===== src/rtl/uart_pkg.sv =====
`default_nettype none
// ============================================================================
//  Module  : uart_pkg
//  Purpose : Types and constants shared by the UART transmitter and receiver.
//            - tx_state_t              : transmit FSM state encoding
//            - c_CLKS_PER_BIT_DEFAULT  : 9600 baud at a 125 MHz clock
//  Revision: 1.0  initial release
// ============================================================================
package uart_pkg;

  localparam int unsigned c_CLKS_PER_BIT_DEFAULT = 13021;

  typedef enum logic [2:0] {
    TX_IDLE   = 3'd0,
    TX_START  = 3'd1,
    TX_DATA   = 3'd2,
    TX_PARITY = 3'd3,
    TX_STOP   = 3'd4
  } tx_state_t;

endpackage
`default_nettype wire


===== src/rtl/uart_baud_gen.sv =====
`default_nettype none
// ============================================================================
//  Module  : uart_baud_gen
//  Purpose : Bit-period timer. Counts 0..CLKS_PER_BIT-1 and wraps; o_bit_tick
//            is high for the single cycle in which the count is at its last
//            value, i.e. the final cycle of a serial bit.
//  Ports   : clk        in  system clock
//            rst        in  synchronous active-high reset
//            i_clear    in  hold the counter at 0 (next bit starts fresh)
//            o_bit_tick out last cycle of the current bit period
//  Revision: 1.0  initial release
// ============================================================================
module uart_baud_gen
  import uart_pkg::*;
#(
  parameter int unsigned CLKS_PER_BIT = c_CLKS_PER_BIT_DEFAULT
) (
  input  logic clk,
  input  logic rst,
  input  logic i_clear,
  output logic o_bit_tick
);

  localparam logic [15:0] c_LAST_CNT = 16'(CLKS_PER_BIT - 1);

  logic [15:0] r_count;

  always_ff @(posedge clk) begin
    if (rst || i_clear) begin
      r_count <= '0;
    end else if (r_count == c_LAST_CNT) begin
      r_count <= '0;
    end else begin
      r_count <= r_count + 16'd1;
    end
  end

  assign o_bit_tick = (r_count == c_LAST_CNT);

endmodule
`default_nettype wire


===== src/rtl/uart_tx.sv =====
`default_nettype none
// ============================================================================
//  Module  : uart_tx
//  Purpose : 8N1/8E1/8O1/8x2 UART transmitter with a one-entry holding
//            register in front of the shift register, so a second byte can be
//            accepted while a frame is on the line and sent back-to-back.
//  Ports   : clk        in  system clock
//            rst        in  synchronous active-high reset
//            tx_valid   in  tx_byte holds a byte to send
//            tx_byte    in  byte to send, LSB first
//            tx_ready   out holding register empty
//            tx_serial  out serial line, idle high
//            tx_active  out frame in progress
//            tx_done    out one-cycle pulse at the end of each frame
//  Revision: 1.0  initial release
// ============================================================================
module uart_tx
  import uart_pkg::*;
#(
  parameter int unsigned CLKS_PER_BIT = c_CLKS_PER_BIT_DEFAULT,
  parameter int unsigned PARITY_EN    = 0,
  parameter int unsigned PARITY_ODD   = 0,
  parameter int unsigned STOP_BITS    = 1
) (
  input  logic       clk,
  input  logic       rst,
  input  logic       tx_valid,
  input  logic [7:0] tx_byte,
  output logic       tx_ready,
  output logic       tx_serial,
  output logic       tx_active,
  output logic       tx_done
);

  localparam logic [2:0] c_LAST_STOP = 3'(STOP_BITS - 1);

  tx_state_t  r_state;
  logic [7:0] r_hold_data;
  logic       r_hold_full;
  logic [7:0] r_shift;
  logic [2:0] r_bit_cnt;
  logic       r_parity;
  logic       r_serial;
  logic       r_active;
  logic       r_done;

  tx_state_t  w_state_nxt;
  logic       w_load;
  logic       w_shift;
  logic [2:0] w_bit_nxt;
  logic       w_serial_nxt;
  logic       w_active_nxt;
  logic       w_done_nxt;
  logic       w_accept;
  logic       w_tick;
  logic       w_parity;

  // Counter is parked at 0 while idle, so the start bit always gets a full
  // period; on back-to-back frames it simply wraps at the stop-bit boundary.
  uart_baud_gen #(
    .CLKS_PER_BIT(CLKS_PER_BIT)
  ) u_baud (
    .clk       (clk),
    .rst       (rst),
    .i_clear   (r_state == TX_IDLE),
    .o_bit_tick(w_tick)
  );

  assign w_accept  = tx_valid && !r_hold_full;
  assign w_parity  = (^r_hold_data) ^ (PARITY_ODD != 0);
  assign tx_ready  = !r_hold_full;
  assign tx_serial = r_serial;
  assign tx_active = r_active;
  assign tx_done   = r_done;

  // Next-state and next-output decode; all outputs are registered below.
  always_comb begin
    w_state_nxt  = r_state;
    w_load       = 1'b0;
    w_shift      = 1'b0;
    w_bit_nxt    = r_bit_cnt;
    w_serial_nxt = r_serial;
    w_active_nxt = r_active;
    w_done_nxt   = 1'b0;
    case (r_state)
      TX_IDLE: begin
        w_serial_nxt = 1'b1;
        w_active_nxt = 1'b0;
        if (r_hold_full) begin
          w_state_nxt  = TX_START;
          w_load       = 1'b1;
          w_serial_nxt = 1'b0;
          w_active_nxt = 1'b1;
          w_bit_nxt    = 3'd0;
        end
      end
      TX_START: begin
        if (w_tick) begin
          w_state_nxt  = TX_DATA;
          w_serial_nxt = r_shift[0];
          w_shift      = 1'b1;
          w_bit_nxt    = 3'd0;
        end
      end
      TX_DATA: begin
        if (w_tick) begin
          if (r_bit_cnt == 3'd7) begin
            w_bit_nxt = 3'd0;
            if (PARITY_EN != 0) begin
              w_state_nxt  = TX_PARITY;
              w_serial_nxt = r_parity;
            end else begin
              w_state_nxt  = TX_STOP;
              w_serial_nxt = 1'b1;
            end
          end else begin
            w_serial_nxt = r_shift[0];
            w_shift      = 1'b1;
            w_bit_nxt    = r_bit_cnt + 3'd1;
          end
        end
      end
      TX_PARITY: begin
        if (w_tick) begin
          w_state_nxt  = TX_STOP;
          w_serial_nxt = 1'b1;
          w_bit_nxt    = 3'd0;
        end
      end
      TX_STOP: begin
        if (w_tick) begin
          if (r_bit_cnt == c_LAST_STOP) begin
            w_done_nxt = 1'b1;
            w_bit_nxt  = 3'd0;
            // A waiting byte starts its start bit with no idle gap.
            if (r_hold_full) begin
              w_state_nxt  = TX_START;
              w_load       = 1'b1;
              w_serial_nxt = 1'b0;
              w_active_nxt = 1'b1;
            end else begin
              w_state_nxt  = TX_IDLE;
              w_serial_nxt = 1'b1;
              w_active_nxt = 1'b0;
            end
          end else begin
            w_bit_nxt = r_bit_cnt + 3'd1;
          end
        end
      end
      default: begin
        w_state_nxt  = TX_IDLE;
        w_serial_nxt = 1'b1;
        w_active_nxt = 1'b0;
        w_bit_nxt    = 3'd0;
      end
    endcase
  end

  always_ff @(posedge clk) begin
    if (rst) begin
      r_state     <= TX_IDLE;
      r_hold_data <= '0;
      r_hold_full <= 1'b0;
      r_shift     <= '0;
      r_bit_cnt   <= '0;
      r_parity    <= 1'b0;
      r_serial    <= 1'b1;
      r_active    <= 1'b0;
      r_done      <= 1'b0;
    end else begin
      r_state   <= w_state_nxt;
      r_bit_cnt <= w_bit_nxt;
      r_serial  <= w_serial_nxt;
      r_active  <= w_active_nxt;
      r_done    <= w_done_nxt;
      if (w_load) begin
        r_shift  <= r_hold_data;
        r_parity <= w_parity;
      end else if (w_shift) begin
        r_shift <= {1'b0, r_shift[7:1]};
      end
      // An accept on the same edge as a load wins: the holding register
      // stays full with the new byte while the old one moves to the shifter.
      if (w_accept) begin
        r_hold_data <= tx_byte;
        r_hold_full <= 1'b1;
      end else if (w_load) begin
        r_hold_full <= 1'b0;
      end
    end
  end

endmodule
`default_nettype wire


===== config.mk =====
export PLATFORM = sky130hd
export DESIGN_NAME = uart_tx
export DESIGN_NICKNAME = d
export VERILOG_FILES = /design/src/rtl/uart_pkg.sv /design/src/rtl/uart_baud_gen.sv /design/src/rtl/uart_tx.sv
export SDC_FILE = /design/constraint.sdc
export NUM_CORES = 1
export LEC_CHECK = 0
export BUFFER_PORTS_ARGS = -buffer_cell sky130_fd_sc_hd__buf_2
export CORE_MARGIN = 2
export CORE_UTILIZATION = 45
export CTS_CLUSTER_DIAMETER = 150
export CTS_CLUSTER_SIZE = 40
export DETAILED_ROUTE_END_ITERATION = 6
export SETUP_SLACK_MARGIN = 0.05
export SLEW_MARGIN = 40
export SYNTH_ARGS = -nofsm -noshare
export SYNTH_HDL_FRONTEND = slang
export SYNTH_SLANG_ARGS = --single-unit

===== constraint.sdc =====
create_clock -name clk -period 5.1 [get_ports clk]
set_clock_uncertainty 0.2 [all_clocks]
set_input_delay 0.255 -clock clk [delete_from_list [all_inputs] [get_ports clk]]
set_output_delay 0.255 -clock clk [all_outputs]
set_load 0.005 [all_outputs]

==> results of run 1 <==
## sequential cells by signal, summed over array words and instances, names as in the netlist
signal,count
r_shift,8
r_hold_full,1
tx_done,1
tx_active,1
r_state,3
tx_serial,1
r_hold_data,8
u_baud.r_count,16
r_bit_cnt,3
## critical path, cell delays in order (launching register included)
cell and delay (ns):
dfxtp_1 0.44, inv_1 0.07, ha_1 0.19, and4bb_2 0.23, and4_1 0.29, a32oi_2 0.39
buf_6 0.21, nor2_1 0.05, a211oi_1 0.18
## placed cells by master, fill, tap and decap left out, types with 2 or more instances in the layout
master         instances
a211oi_1               9
nand3_1                9
dfxtp_1               42
and3_1                 2
nor2_1                43
a21oi_1                9
clkbuf_8               5
xor2_1                 8
nand4_1                3
o21ai_0                6
nand2b_1               3
and4_1                 4
inv_1                 10
nor3_1                 5
nor2b_1                3
nand2_1                9
dlygate4sd3_1          8
nor3b_1                2
ha_1                   5
xnor2_1                6
buf_2                 14
mux2i_1               15
## worst paths after layout
| path | start | end | slack (ns) | depth (start not counted) |
|---|---|---|---|---|
| hold / removal | tx_valid | r_hold_full | 0.1 | 4 |
| setup / recovery | u_baud.r_count[0] | r_shift[4] | 2.75 | 8 |
| hold reg to reg | r_shift[7] | r_shift[7] | 0.28 | 2 |
| setup reg to reg | u_baud.r_count[0] | r_shift[4] | 2.75 | 8 |
## logic make-up (layout without fill, tap and decap cells)
family | count (synthesis) | after routing | share of synthesized area
AND/OR/NAND/NOR | 93 | 93 | 0.2360
flip-flops | 42 | 42 | 0.4264
XOR/XNOR | 14 | 14 | 0.06218
buffers and inverters | 21 | 41 | 0.04886
AO/OA/AOI/OAI | 33 | 33 | 0.1187
multiplexers | 15 | 15 | 0.07614
adder cells (fa/ha/maj) | 5 | 5 | 0.03173
## report_power, final
part	switching, W	total (W)	internal [W]
registers	0.0000136	0.000358	0.000344
clock network	0.000113	0.000209	0.0000966
logic	0.0000446	0.0000821	0.0000375
## through the flow
stage          worst slack, ns  area [sq um]  hold slack (ns)  power (W)  cells
3_5_place_dp             2.573          2051           0.2750  0.0004402    278
5_1_grt                  2.534          2228           0.1015  0.0006833    295
4_1_cts                  2.520          2217          0.09107  0.0006553    294
3_3_place_gp             2.642          2048           0.2601  0.0004396    278
2_1_floorplan            3.012          1972           0.1936  0.0004215    223
6_report                 2.751          2228          0.09862  0.0006490    295
## layout make-up
cell class | count | area, sq um
Clock buffer | 6 | 72.57
Inverter | 10 | 37.54
Multi-Input combinational cell | 160 | 1037
Timing Repair Buffer | 23 | 161.4
Fill cell | 421 | 2066
Clock inverter | 2 | 13.76
Sequential cell | 42 | 840.8
Tap cell | 52 | 65.06
## timing repair
| action | in CTS | in global routing |
|---|---|---|
| hold endpoints to repair | 8 | 0 |
| hold buffers | 8 | 0 |
| setup buffers | 0 | 0 |
## routing by layer
| layer | track usage | part of all wire | vias to the layer above |
|---|---|---|---|
| met5 | 0 | 0 | - |
| met4 | 0.05128 | 0.0070 | 0 |
| met3 | 0.04329 | 0.042 | 2 |
| met2 | 0.2540 | 0.45 | 36 |
| met1 | 0.2144 | 0.50 | 718 |
| li1 | - | - | 810 |
==> flow_summary.toml, run 1 <==
[clocking]
clk_pin_slew_ns = 0.08
clock_path_buffers = 2
cts-resized-gates = 0
root_buffer = "clkbuf_8"
htreeDepth = 2
numCtsBuffers = 5
clock_latency_ns = 0.29
clock_sink_count = 42
cts_tree = "yes"

[route]
drt_iter0_drc = 60
ant_nets = 0
avgViaCountPerCell = 5.308
routedWlPerCell_um = 12.56
firstDrtPassIters = 6
drc = 0
vias = 1566
finalWirelength_um = 3704

[worst_setup_path]
startpoint_type = "register"
path_max_fanout = 13
crit_type = "register to register"
cp.required_ns = 5.11
end_kind = "register"
cp.arrival_ns = 2.36

[synthesis]
synth-async-reset-ratio = 0
synth_seq_area_share = 0.4264
synth.distinct_cells = 41
synth_top_cell_area_share = 0.4264
synth_area_leader_cell = "dfxtp_1"
syn_avg_cell_area_sq_um = 8.843
synth_area_leaders = "dfxtp_1 (43%), nor2_1 (8.2%), mux2i_1 (7.6%)"
synth-seq-cells = 42
yosysMostFrequentCell = "nor2_1"
syn_area_sq_mm = 0.001972
synthFlopType = "dfxtp_1"
synth_top_cells_by_count = "nor2_1 (43), dfxtp_1 (42), mux2i_1 (15)"
synth-edff-count = 0
ys_warn_count = 0
synthCells = 223
syn_nets = 239

[global_routing]
grt_max_degree = 31
grt_pass1_vias = 1432
antenna_found_initial = 0
grt_pass1_wl_um = 6410
grt_overflow = 0
grt_usage = 0.1608

[timing]
rsz0062_at_grt = "no"
fmax_ghz = 0.4257
tightest_slew_ns = 0.5487
tns_ns = 0
slew-limit-headroom = 0.6342
post-route-min-period_ns = 2.349
fin_crit_sh = 0.4606
hold_viol_final = 0
finalMaxSlewViolations = 0
setup_violations = 0

[final_layout]
antennaDiodeCount = 0
synthToLayoutAreaGrowth_pct = 13.01
final_net_count = 258
drive_gt1_frac = 0.1235
final_core_util = 0.5189

[power_and_ir_drop]
power.leakage_nw = 0.8663
power.density_mw_per_mm2 = 291.2
max-vdd-ir-drop_v = 0.0001854

[floorplan]
start_util = 0.4592
row_count = 24
die_area_sq_mm = 0.004927
die_h_um = 70.20
die_w_um = 70.20
io_pins = 15
core_sq_mm = 0.004294

[status]
status = "finished clean"

[job]
maxCapViolCount = 0

[place]
gp_congestion = 0.7870
io_buffer_count = 14
dp_hpwl_um = 2420

[worst_hold_path]
hp-class = "input port to register"
Note: power is estimated with default switching activity, not from simulation.
==> inputs of run 2 (changes only) <==
==> constraint.sdc (replaced) <==
create_clock -name clk -period 2.2 [get_ports clk]
set_clock_uncertainty 0.2 [all_clocks]
set_input_delay 0.11 -clock clk [delete_from_list [all_inputs] [get_ports clk]]
set_output_delay 0.11 -clock clk [all_outputs]
set_load 0.005 [all_outputs]
==> flow_summary.toml, run 2 (synthesis gave the netlist of run 1 again) <==
[timing]
setup_ws_ns = 0.1945
finalMaxSlewViolations = 0
hold_viol_final = 0
tightest_slew_ns = 0.5371
post-route-min-period_ns = 2.006
fin_crit_sh = 0.9116
tns_ns = 0
slew-limit-headroom = 0.6419
fmax_ghz = 0.4986
setup_violations = 0
rsz0062_at_grt = "no"

[place]
gp_congestion = 0.8122
io_buffer_count = 14
place_ws_ns = 0.07218
dpl.cell_count = 292
dp_hpwl_um = 2530
dpl_cell_area_sq_mm = 0.002166

[floorplan]
core_sq_mm = 0.004294
row_count = 24
start_util = 0.4592
io_pins = 15
die_w_um = 70.20
die_area_sq_mm = 0.004927
die_h_um = 70.20

[worst_setup_path]
crit_buf_inv = 1
cp.required_ns = 2.23
max_stage_delay_ns = 0.46
end_kind = "register"
startpoint_type = "register"
crit_family = "simple AND/OR/NAND/NOR gates"
path_cells = "inv_1, ha_1, and4bb_2, and4_4, o31ai_2, or4b_1, a21oi_1"
slowest_stage = "or4b_1"
path_max_fanout = 7
cp.arrival_ns = 2.03
crit_type = "register to register"

[route]
avgViaCountPerCell = 5.123
vias = 1583
routedWlPerCell_um = 12.28
finalWirelength_um = 3794
firstDrtPassIters = 4
ant_nets = 0
drc = 0
drt_iter0_drc = 71

[clocking]
clock_path_buffers = 2
root_buffer = "clkbuf_8"
numCtsBuffers = 5
clock_latency_ns = 0.30
clock_sink_count = 42
cts_tree = "yes"
htreeDepth = 2
clk_pin_slew_ns = 0.09

[global_routing]
grt_pass1_vias = 1445
grt_pass1_wl_um = 6651
antenna_found_initial = 0
grt_overflow = 0
grt_max_degree = 31
grt_usage = 0.1698

[job]
maxCapViolCount = 0

[final_layout]
layout_commonest_cell = "nor2_1"
drive_gt1_frac = 0.1868
antennaDiodeCount = 0
top_regs = "u_baud.r_count x16, r_hold_data x8, r_shift x8"
design_area_sq_mm = 0.002400
instances_no_fill = 309
final_net_count = 272
largest_register = "u_baud.r_count"
fillers = 395
synthToLayoutAreaGrowth_pct = 21.70
layout_common_cells = "nor2_1 (43), dfxtp_1 (42), mux2i_1 (15)"
largest_register_ff_count = 16

[power_and_ir_drop]
max-vdd-ir-drop_v = 0.0003712
power.leakage_nw = 0.9567
power.density_mw_per_mm2 = 691.2
power_w = 0.001659

[worst_hold_path]
hp-class = "input port to register"

[status]
status = "finished clean"
==> run 2: area by class of cell <==
type / instances / area (sq um) / share of cell area
Clock buffer: 5 / 68.82 / 0.02868
Clock inverter: 3 / 45.04 / 0.01877
Inverter: 10 / 37.54 / 0.01564
Multi-Input combinational cell: 160 / 1065 / 0.4437
Sequential cell: 42 / 840.8 / 0.3504
Tap cell: 52 / 65.06 / 0.02711
Timing Repair Buffer: 37 / 277.8 / 0.1157
==> run 2: final timing paths <==
path                                        start  cells past startpoint  slack (ns)        endpoint
worst min register to register         r_shift[7]                      2        0.27      r_shift[7]
worst max register to register  u_baud.r_count[0]                      7        0.19      r_state[1]
worst max-delay path            u_baud.r_count[0]                      7        0.19      r_state[1]
worst min-delay path                          rst                      2        0.07  r_hold_data[5]
==> run 2: where the power goes <==
part / switching (W) / leakage, nW / internal (W)
Combinational: 0.000114 / 0.564 / 0.000105
Sequential: 0.0000286 / 0.342 / 0.000797
Clock: 0.000277 / 0.0504 / 0.000338
Total: 0.000419 / 0.957 / 0.00124
==> run 2: what timing repair did <==
action	4_1_cts	5_1_grt
endpoints found under the setup margin	6	28
hold buffers	9	0
hold endpoints to repair	9	0
setup buffers	0	0
gates resized for setup	1	6
pin swaps	0	0
==> run 2: per-stage QoR <==
step | hold slack (ns) | utilization
4_1_cts | 0.06188 | 0.5539
3_3_place_gp | 0.1364 | 0.5044
2_1_floorplan | 0.04864 | -
5_1_grt | 0.1133 | 0.5589
6_report | 0.06939 | 0.5589
3_5_place_dp | 0.1470 | 0.5044
==> run 2: metal layers <==
| layer | wire, um | track usage | vias up |
|---|---|---|---|
| li1 | - | - | 833 |
| met1 | 1904 | 0.2305 | 718 |
| met2 | 1696 | 0.2540 | 23 |
| met3 | 109 | 0.04762 | 9 |
| met4 | 83 | 0.07051 | 0 |
| met5 | 0 | 0 | - |
